[config.mk]
export PLATFORM = sky130hd
export DESIGN_NAME = bloco_operativo
export DESIGN_NICKNAME = d
export VERILOG_FILES = /design/src/rtl/bloco_operativo.sv
export SDC_FILE = /design/constraint.sdc
export NUM_CORES = 1
export LEC_CHECK = 0
export ABC_AREA = 1
export ABC_CLOCK_PERIOD_IN_PS = 7800
export CAP_MARGIN = 20
export CORE_ASPECT_RATIO = 1.5
export CORE_MARGIN = 2
export CORE_UTILIZATION = 60
export DETAILED_ROUTE_END_ITERATION = 10
export GPL_TIMING_DRIVEN = 0
export PLACE_DENSITY = 0.78
export SLEW_MARGIN = 15
export SYNTH_ARGS = -nofsm -noshare
export SYNTH_HDL_FRONTEND = slang
export SYNTH_SLANG_ARGS = --single-unit
[constraint.sdc]
create_clock -name clock -period 7.8 [get_ports clock]
set_clock_uncertainty 0.1 [all_clocks]
set_input_delay 1.17 -clock clock [delete_from_list [all_inputs] [get_ports clock]]
set_output_delay 1.17 -clock clock [all_outputs]
set_load 0.005 [all_outputs]
[src/rtl/bloco_operativo.sv]
// Operative block: three working registers, a 2-operand saturating ALU and a
// registered valid/ready output stage driven by the sequencing controller.
module bloco_operativo #(
  parameter int WIDTH = 16
) (
  input  logic             clock,
  input  logic             reset,
  input  logic [WIDTH-1:0] x_in,
  input  logic [1:0]       m0,
  input  logic [1:0]       m1,
  input  logic [1:0]       m2,
  input  logic             h,
  input  logic             Reg_X,
  input  logic             Reg_H,
  input  logic             Reg_S,
  input  logic             valid,
  output logic             ready,
  output logic [WIDTH-1:0] result,
  output logic             result_valid,
  input  logic             result_ready,
  output logic             zero,
  output logic             ovf
);

  localparam logic [WIDTH-1:0] ALL_ONES = {WIDTH{1'b1}};

  logic [WIDTH-1:0]   r_x, r_h, r_s, r_result;
  logic               r_result_valid, r_ovf;
  logic [WIDTH-1:0]   w_a, w_b, w_raw, w_alu;
  logic [WIDTH:0]     w_sum;
  logic [2*WIDTH-1:0] w_prod;
  logic               w_ovf, w_any_load, w_publish;

  always_comb begin
    case (m0)
      2'd0:    w_a = x_in;
      2'd1:    w_a = r_x;
      2'd2:    w_a = r_h;
      default: w_a = r_s;
    endcase
    case (m1)
      2'd0:    w_b = r_x;
      2'd1:    w_b = r_h;
      2'd2:    w_b = r_s;
      default: w_b = {{(WIDTH-1){1'b0}}, 1'b1};
    endcase
  end

  assign w_sum  = {1'b0, w_a} + {1'b0, w_b};
  assign w_prod = {{WIDTH{1'b0}}, w_a} * {{WIDTH{1'b0}}, w_b};

  always_comb begin
    w_raw = w_a;
    w_ovf = 1'b0;
    case (m2)
      2'd0: begin
        w_raw = w_sum[WIDTH-1:0];
        w_ovf = w_sum[WIDTH];
      end
      2'd1: begin
        w_raw = w_a - w_b;
        w_ovf = (w_a < w_b);
      end
      2'd2: begin
        w_raw = w_prod[WIDTH-1:0];
        w_ovf = |w_prod[2*WIDTH-1:WIDTH];
      end
      default: begin
        w_raw = w_a;
        w_ovf = 1'b0;
      end
    endcase
  end

  // Subtraction underflow clamps to zero; add/mul overflow clamps to full scale.
  always_comb begin
    w_alu = w_raw;
    if (h && w_ovf)
      w_alu = (m2 == 2'd1) ? '0 : ALL_ONES;
  end

  assign w_any_load = Reg_X | Reg_H | Reg_S;
  assign ready      = !r_result_valid || result_ready;
  assign w_publish  = valid && ready;

  always_ff @(posedge clock or posedge reset) begin
    if (reset) begin
      r_x <= '0;
      r_h <= '0;
      r_s <= '0;
    end else begin
      if (Reg_X) r_x <= w_alu;
      if (Reg_H) r_h <= w_alu;
      if (Reg_S) r_s <= w_alu;
    end
  end

  // Overflow set takes priority over the clear from an accepted publish.
  always_ff @(posedge clock or posedge reset) begin
    if (reset)
      r_ovf <= 1'b0;
    else if (w_any_load && w_ovf)
      r_ovf <= 1'b1;
    else if (w_publish)
      r_ovf <= 1'b0;
  end

  always_ff @(posedge clock or posedge reset) begin
    if (reset) begin
      r_result       <= '0;
      r_result_valid <= 1'b0;
    end else if (w_publish) begin
      r_result       <= r_s;
      r_result_valid <= 1'b1;
    end else if (r_result_valid && result_ready) begin
      r_result_valid <= 1'b0;
    end
  end

  assign result       = r_result;
  assign result_valid = r_result_valid;
  assign zero         = (r_s == '0);
  assign ovf          = r_ovf;

endmodule

# After elaboration in Yosys (flattened, before gate mapping)
# Cells that the tools add are included.
[op_classes]
addsub = 2
multipliers = 1
order_cmp = 1
eq_ne = 6
n_mux = 10
bitwise = 2
reduce_logical = 13
[op_table]
columns = ["op", "n"]
rows = [
  ["16-bit one-hot mux with 3 select lines", 3],
  ["16-bit by 16-bit multiplier with 32-bit output", 1],
  ["16-bit 2-to-1 mux", 2],
  ["16-bit by 16-bit adder with 17-bit output", 1],
  ["16-bit zero test", 1],
  ["16-bit less-than comparator", 1],
  ["16-bit OR reduction", 1],
  ["16-bit subtractor", 1],
  ["2-bit by 1-bit equality test with 1-bit output (second input constant)", 3],
  ["2-bit equality test (second input constant)", 3],
  ["2-bit zero test", 3],
  ["1-bit logical AND", 4],
  ["1-bit 2-to-1 mux", 4],
  ["2-bit nonzero test", 2],
  ["1-bit one-hot mux with 3 select lines", 1],
  ["1-bit OR", 2],
  ["1-bit zero test", 1],
  ["1-bit logical OR", 1],
]
[word_totals]
register_bits = 66
in_bits = 30
out_inout_bits = 20
elab_cells = 41

# Depth between registers and ports, before layout
# Gate-level depths: netlist of the first run.
[logic_depth]
ltp_word = 7
mapped_depth = 45
depth_no_buf = 42

# Worst setup path before layout of the first run
# OpenSTA, ideal clock, no wires.
[synth_path]
kind = "input-to-reg"
start = "in m0[1]"
end = "reg r_h[11]"
setup_ns = 0.116
arrival_ns = 7.577
t_required_ns = 7.584
setup_slack_ns = 0.007
stages = 40
path_buffers = 3
path_cell_list = "nor2_1 > clkbuf_1 > nand2_1 > nand3_1 > nand2_1 > inv_1 > clkbuf_1 > ha_1 > inv_1 > fa_1 > inv_1 > fa_1 > inv_1 > fa_1 > fa_1 > fa_1 > fa_1 > inv_1 > (+4 left out) > inv_1 > nand2_1 > nand3_4 > nand2_2 > nand2_1 > nand2_1 > nand2_1 > nor2_2 > nand2_1 > nor2_2 > nand2_1 > nand2_2 > nand3_4 > nand3_4 > buf_12 > nand2_2 > nand2_1 > nand2_1"
[synth_via]
elab_chain_len = 7
elab_cells_between_ends = 13
classes_between = "2 x add/sub; 1 x mul; 1 x order compare; 2 x eq/ne; 4 x mux; 3 x reduce/logical"
[synth_lines]
columns = ["item", "line", "text"]
rows = [
  ["start: declaration", "9", "input logic [1:0] m0,"],
  ["2-bit equality test, or another cell as far along", "35", "case (m0)"],
  ["16-bit one-hot mux with 3 select lines *", "35", ""],
  ["16-bit by 16-bit multiplier with 32-bit output", "50", "assign w_prod = {{WIDTH{1'b0}}, w_a} * {{WIDTH{1'b0}}, w_b};"],
  ["16-bit OR reduction", "66", "w_ovf = |w_prod[2*WIDTH-1:WIDTH];"],
  ["1-bit one-hot mux with 3 select lines", "55", "case (m2)"],
  ["1-bit logical AND", "78", "if (h && w_ovf)"],
  ["16-bit 2-to-1 mux *", "78", ""],
  ["end signal: assignment", "93", "if (Reg_H) r_h <= w_alu;"],
  ["end: declaration", "27", "logic [WIDTH-1:0] r_x, r_h, r_s, r_result;"],
]
# Every way passes the cells marked *; elsewhere a longest branch is shown, timed or not.
# A chain may end at the register's enable or synchronous reset.

# Final worst setup path of the first run
[layout_path]
start = "in m1[1]"
end = "reg r_x[5]"
[layout_via]
elab_chain_len = 7
elab_cells_between_ends = 13
classes_between = "2 x add/sub; 1 x mul; 1 x order compare; 2 x eq/ne; 4 x mux; 3 x reduce/logical"
[layout_lines]
columns = ["item", "line", "text"]
rows = [
  ["start: declaration", "10", "input logic [1:0] m1,"],
  ["2-bit equality test, or another cell as far along", "41", "case (m1)"],
  ["16-bit one-hot mux with 3 select lines *", "41", ""],
  ["16-bit by 16-bit multiplier with 32-bit output", "50", ""],
  ["16-bit OR reduction", "66", ""],
  ["1-bit one-hot mux with 3 select lines", "55", ""],
  ["1-bit logical AND", "78", ""],
  ["16-bit 2-to-1 mux *", "78", ""],
  ["end signal: assignment", "92", "if (Reg_X) r_x <= w_alu;"],
  ["end: declaration", "27", ""],
]
# Marks and branches as above.

==> results of run 1 <==
[cells by family after synthesis]
logic type	Yosys count
simple gates	950
buf+inv	464
fa+ha+maj	332
compound gates	198
flops	66
xor+xnor	5
[repair_timing]
action                     in CTS  in global routing
buffers inserted               62                 50
hold buffers                    0                  0
gates cloned                    3                  1
pin swaps                      44                 95
gates resized for setup       265                166
setup endpoints to repair      49                 49
[metal layers]
| metal | vias up | wire (microns) | track usage | part of all wire |
|---|---|---|---|---|
| li1 | 6481 | - | - | - |
| met1 | 6947 | 16630 | 0.4424 | 0.30 |
| met2 | 958 | 26420 | 0.7269 | 0.48 |
| met3 | 371 | 5701 | 0.1647 | 0.10 |
| met4 | 4 | 6125 | 0.3723 | 0.11 |
| met5 | - | 80 | 0.01217 | 0.0015 |
[final timing paths]
kind	to	slack (ns)	cells past startpoint
max	r_x[5]	-0.23	41
min	result[13]	0.39	2
max reg2reg	r_x[5]	0.55	35
min reg2reg	result[13]	0.39	2
max in group asynchronous	result[15]	6.03	3
min in group asynchronous	r_x[4]	1.04	2
[Yosys cell counts, types with 3 or more instances]
cell           count  area [sq um]
or2_2              6         37.54
o22ai_1            3         18.77
clkbuf_8           4         55.05
inv_1            389          1460
inv_2             11         41.29
nand3_4            3         52.55
a21o_1            10         75.07
nor2_4             5         56.30
xnor2_1            4         35.03
a21boi_0           7         52.55
buf_2              4         20.02
clkinv_1          18         67.56
nand3_1           56         280.3
nand4_1           18         112.6
nand3b_1           6         45.04
a31oi_1            3         18.77
nand3_2            3         30.03
clkbuf_1          29         108.9
ha_1             136          1702
dfrtp_1           66          1652
a31o_2             3         26.28
nor4_1             3         18.77
nand2_4           19         214.0
a22o_1             8         70.07
fa_1             196          3924
o211ai_1           3         22.52
nor3_1             4         20.02
o21ai_0           74         370.4
nor2_2             7         43.79
a21oi_1           61         305.3
o2111ai_1         12         105.1
dlygate4sd3_1      3         30.03
nand2_1          612          2297
nand2_2           23         143.9
nor2_1           179         671.9
o21bai_1           4         30.03
[worst max-delay path: cells and delay by family]
kind / cells / cell delay, ns
buffers and inverters: 11 / 1.24
AND/OR/NAND/NOR: 21 / 2.00
AO/OA/AOI/OAI: 2 / 0.38
adder cells (fa/ha/maj): 7 / 3.39
[area by class of cell]
cell class,instances,area [sq um],area share
Sequential cell,66,1652,0.09151
Antenna cell,4,10.01,0.0005546
Buffer,42,471.7,0.02614
Clock inverter,5,30.03,0.001664
Inverter,418,1694,0.09387
Timing Repair inverter,1,7.507,0.0004160
Timing Repair Buffer,162,1630,0.09034
Clock buffer,11,242.7,0.01345
Multi-Input combinational cell,1485,11910,0.6599
Tap cell,319,399.1,0.02212
[per-stage QoR]
stage          setup TNS [ns]  hold slack [ns]  std cells  area (sq um)
2_1_floorplan               0           0.3488       2015         14430
3_3_place_gp          -116.29           0.3637       2380         15290
3_5_place_dp          -115.16           0.3648       2382         15330
4_1_cts                     0           0.3797       2460         17140
5_1_grt                -19.10           0.4078       2510         18040
6_report               -8.245           0.3851       2513         18050
[registers in the layout, summed over array words and instances (netlist names)]
| name | cells |
|---|---|
| result | 16 |
| ovf | 1 |
| result_valid | 1 |
| r_h | 16 |
| r_x | 16 |
| r_s | 16 |
==> results.json, run 1 <==
{
  "ys_types": 53,
  "max_freq_mhz": 124.5,
  "finalCriticalPeriod_ns": 8.030,
  "synth_xor_xnor_area_share": 0.003035,
  "hpwl_microns": 39520,
  "muxShareOfSynthArea": 0,
  "clk_pin_slew_ns": 0.05,
  "worst_pin_slew_ns": 1.089,
  "synth_fa_ha_area_frac": 0.3899,
  "ys_warn_count": 0,
  "boundaryPins": 50,
  "max_slew_margin": 0.2711,
  "rows": 69,
  "num-fill-cells": 1765,
  "ys_seq_area_frac": 0.1145,
  "arrival_ns": 8.21,
  "finalWirelength_microns": 54950,
  "final_common_cell": "nand2_1",
  "syn_nets": 2377,
  "clk_latency_ns": 0.34,
  "antenna_left": 0,
  "outcome": "complete, but fails checks",
  "synth_seq_cells": 66,
  "area_growth_pct": 25.08,
  "layout_common_cells": "nand2_1, inv_1, fa_1, nor2_1, ha_1",
  "cts.path.max_buffers": 2,
  "final_nets": 2547,
  "slowest_stage": "fa_1",
  "htree_levels": 3,
  "synthFlopType": "dfrtp_1",
  "end_kind": "register",
  "slew_violations": 0,
  "dieArea_sq_um": 25330,
  "gr-total-overflow": 0,
  "hold_viol": 0,
  "crit_path_frequent_cell": "nand2_1",
  "drtPass1Iterations": 10,
  "ys_async_sr_fraction": 1.000,
  "violations": "setup timing",
  "startpoint": "m1[1]",
  "slowest_delay_ns": 0.58,
  "clock-root-buffer": "clkbuf_16",
  "worstSetupPathType": "in -> reg",
  "worstPathRequired_ns": 7.98,
  "finalCritPeriodShare": 1.030,
  "postSynthAreaPerCell_sq_um": 7.161,
  "die_h_microns": 193.9,
  "cts.sinks": 66,
  "drt-vias-per-instance": 5.874,
  "synth_compound_gate_area_share": 0.08195,
  "cts_tree": "built",
  "netlist_area_sq_um": 14430,
  "path_max_fanout": 8,
  "place_ws_ns": -2.445,
  "layout-drive-gt1-share": 0.2087,
  "io_buffers": 46,
  "hold_start": "result[13]",
  "reg2reg_from": "r_h[11]",
  "routedWlPerCell_microns": 21.87,
  "drc": 0,
  "grt_pass1_wl_microns": 83990,
  "grt_pass1_vias": 15270,
  "grt_max_degree": 47,
  "initial_utilization": 0.6100,
  "finalWorstSetupSlack_ns": -0.2303,
  "synth_cells": 2015,
  "setup_violations": 48,
  "die_w_microns": 130.6,
  "hold_path_class": "reg -> reg",
  "start_kind": "primary input",
  "synth-simple-area-share": 0.2822,
  "grt_use_total": 0.4469,
  "synth_top_family_by_area": "adder cells",
  "numCtsBuffers": 9,
  "synth_edf_count": 0,
  "rsz0062_at_grt": "yes",
  "drt-initial-drc-count": 1141,
  "routabilityCongestion": 1.049,
  "design.core.area_sq_um": 23660,
  "fin_util": 0.7629,
  "vias": 14760,
  "max-cap-violations": 0,
  "antenna_found_initial": 6
}
Power of run 1 is not shown: default switching activity piles up to over one toggle a cycle in this logic, so the estimate is an artifact.
==> inputs of run 2 (changes only) <==
--- a/config.mk
+++ b/config.mk
@@ -9,7 +9,7 @@
 export ABC_CLOCK_PERIOD_IN_PS = 7800
 export CAP_MARGIN = 20
 export CORE_ASPECT_RATIO = 1.5
-export CORE_MARGIN = 2
+export CORE_MARGIN = 1.5
 export CORE_UTILIZATION = 60
 export DETAILED_ROUTE_END_ITERATION = 10
 export GPL_TIMING_DRIVEN = 0
==> run 2 against run 1 <==
Net effect:
- sequential share of layout area shrank 0.17 points
- wire length up 1.6%
- worst setup slack gained 0.071 ns
- non-clock buffer count grew 21
- the flow still finishes with violations (setup timing)
- maximum frequency rose by 0.89%
==> results.json, run 2 (synthesis gave the netlist of run 1 again) <==
{
  "slowest_stage": "fa_1",
  "grt_pass1_wl_microns": 80450,
  "finalCritPeriodShare": 1.020,
  "die_w_microns": 129.6,
  "design.core.area_sq_um": 23660,
  "cts_tree": "built",
  "finalWirelength_microns": 55840,
  "drtPass1Iterations": 6,
  "cts.path.max_buffers": 2,
  "worstSetupPathType": "in -> reg",
  "max-cap-violations": 0,
  "die_h_microns": 192.9,
  "cts.sinks": 66,
  "max_slew_margin": 0.3699,
  "hold_buffers": 0,
  "slowest_delay_ns": 0.57,
  "grt_use_total": 0.4372,
  "finalCriticalPeriod_ns": 7.959,
  "drc": 0,
  "slew_violations": 0,
  "start_kind": "primary input",
  "crit_path_frequent_cell": "nand2_1",
  "initial_utilization": 0.6100,
  "antenna_left": 0,
  "num-fill-cells": 1596,
  "routedWlPerCell_microns": 22.04,
  "fin_util": 0.7776,
  "boundaryPins": 50,
  "clk_latency_ns": 0.35,
  "violations": "setup timing",
  "max_freq_mhz": 125.6,
  "holdWs_ns": 0.3823,
  "drt-initial-drc-count": 1116,
  "arrival_ns": 8.09,
  "layout_common_cells": "nand2_1, inv_1, fa_1, nor2_1, ha_1",
  "path_max_fanout": 11,
  "rsz0062_at_grt": "yes",
  "grt_max_degree": 46,
  "dieArea_sq_um": 25010,
  "vias": 15020,
  "rows": 69,
  "layout-drive-gt1-share": 0.2356,
  "drt-vias-per-instance": 5.930,
  "worst_pin_slew_ns": 0.9451,
  "area_growth_pct": 27.49,
  "final_common_cell": "nand2_1",
  "gr-total-overflow": 0,
  "antenna_found_initial": 4,
  "hold_path_class": "reg -> reg",
  "final_nets": 2568,
  "numCtsBuffers": 9,
  "hold_viol": 0,
  "outcome": "complete, but fails checks",
  "grt_pass1_vias": 15090,
  "setup_violations": 48,
  "io_buffers": 46,
  "routabilityCongestion": 1.016,
  "finalWorstSetupSlack_ns": -0.1591,
  "hpwl_microns": 38740,
  "worstPathRequired_ns": 7.93,
  "htree_levels": 3,
  "clock-root-buffer": "clkbuf_16",
  "setup_tns_ns": -6.309,
  "end_kind": "register",
  "clk_pin_slew_ns": 0.05
}
-- run 2: cell types whose count changed in the layout (fill, tap and decap cells not counted), moves of 5 or more --
cell | before | now
buf_4 | 86 | 108
buf_6 | 19 | 29
inv_1 | 356 | 349
nand2_1 | 544 | 519
nand2_2 | 64 | 83
nand3_1 | 49 | 44
-- run 2: timing repair --
| action | CTS | global route |
|---|---|---|
| gates resized for setup | 217 | 300 |
| gates cloned | 3 | 3 |
| endpoints found under the setup margin | 49 | 49 |
| buffers inserted | 48 | 84 |
| pin swaps | 32 | 88 |
-- run 2: final cells by class --
class,count,area [sq um],area share
Timing Repair inverter,1,7.507,0.0004081
Multi-Input combinational cell,1485,12070,0.6561
Inverter,418,1714,0.09318
Clock buffer,14,264.0,0.01435
Timing Repair Buffer,183,1763,0.09584
Antenna cell,3,7.507,0.0004081
Clock inverter,2,35.03,0.001905
Buffer,42,484.2,0.02632
Sequential cell,66,1652,0.08978
Tap cell,319,399.1,0.02170
-- run 2: final timing paths --
check / startpoint / end / slack [ns] / depth (start not counted)
worst max-delay path: m0[1] / r_x[11] / -0.16 / 40
worst min-delay path: r_s[8] / r_s[8] / 0.38 / 2
worst max register to register: r_h[4] / r_x[11] / 0.59 / 38
worst min register to register: r_s[8] / r_s[8] / 0.38 / 2
max in group asynchronous: reset / r_s[13] / 6.03 / 3
min in group asynchronous: reset / r_h[7] / 1.04 / 2
-- run 2: metrics by stage --
stage / std cells / setup WS [ns] / instance area (sq um)
5_1_grt: 2530 / -0.3716 / 18390
3_3_place_gp: 2380 / -2.436 / 15290
4_1_cts: 2446 / 0.002645 / 16770
6_report: 2533 / -0.1591 / 18400
2_1_floorplan: 2015 / 0.006505 / 14430
3_5_place_dp: 2382 / -2.354 / 15330
-- run 2: layer usage --
| metal | routed length [microns] | GRT usage | vias to the layer above |
|---|---|---|---|
| li1 | - | - | 6513 |
| met1 | 16650 | 0.4194 | 7110 |
| met2 | 26050 | 0.7151 | 967 |
| met3 | 6342 | 0.1533 | 429 |
| met4 | 6770 | 0.4252 | 2 |
| met5 | 15 | 0 | - |
-- run 2: critical path, delay by kind of cell --
family / cells / cell delay, ns
adders and majority gates: 7 / 3.40
and+or+nand+nor: 23 / 2.41
buffers and inverters: 10 / 1.06
Power of run 2 is left out for the same reason.
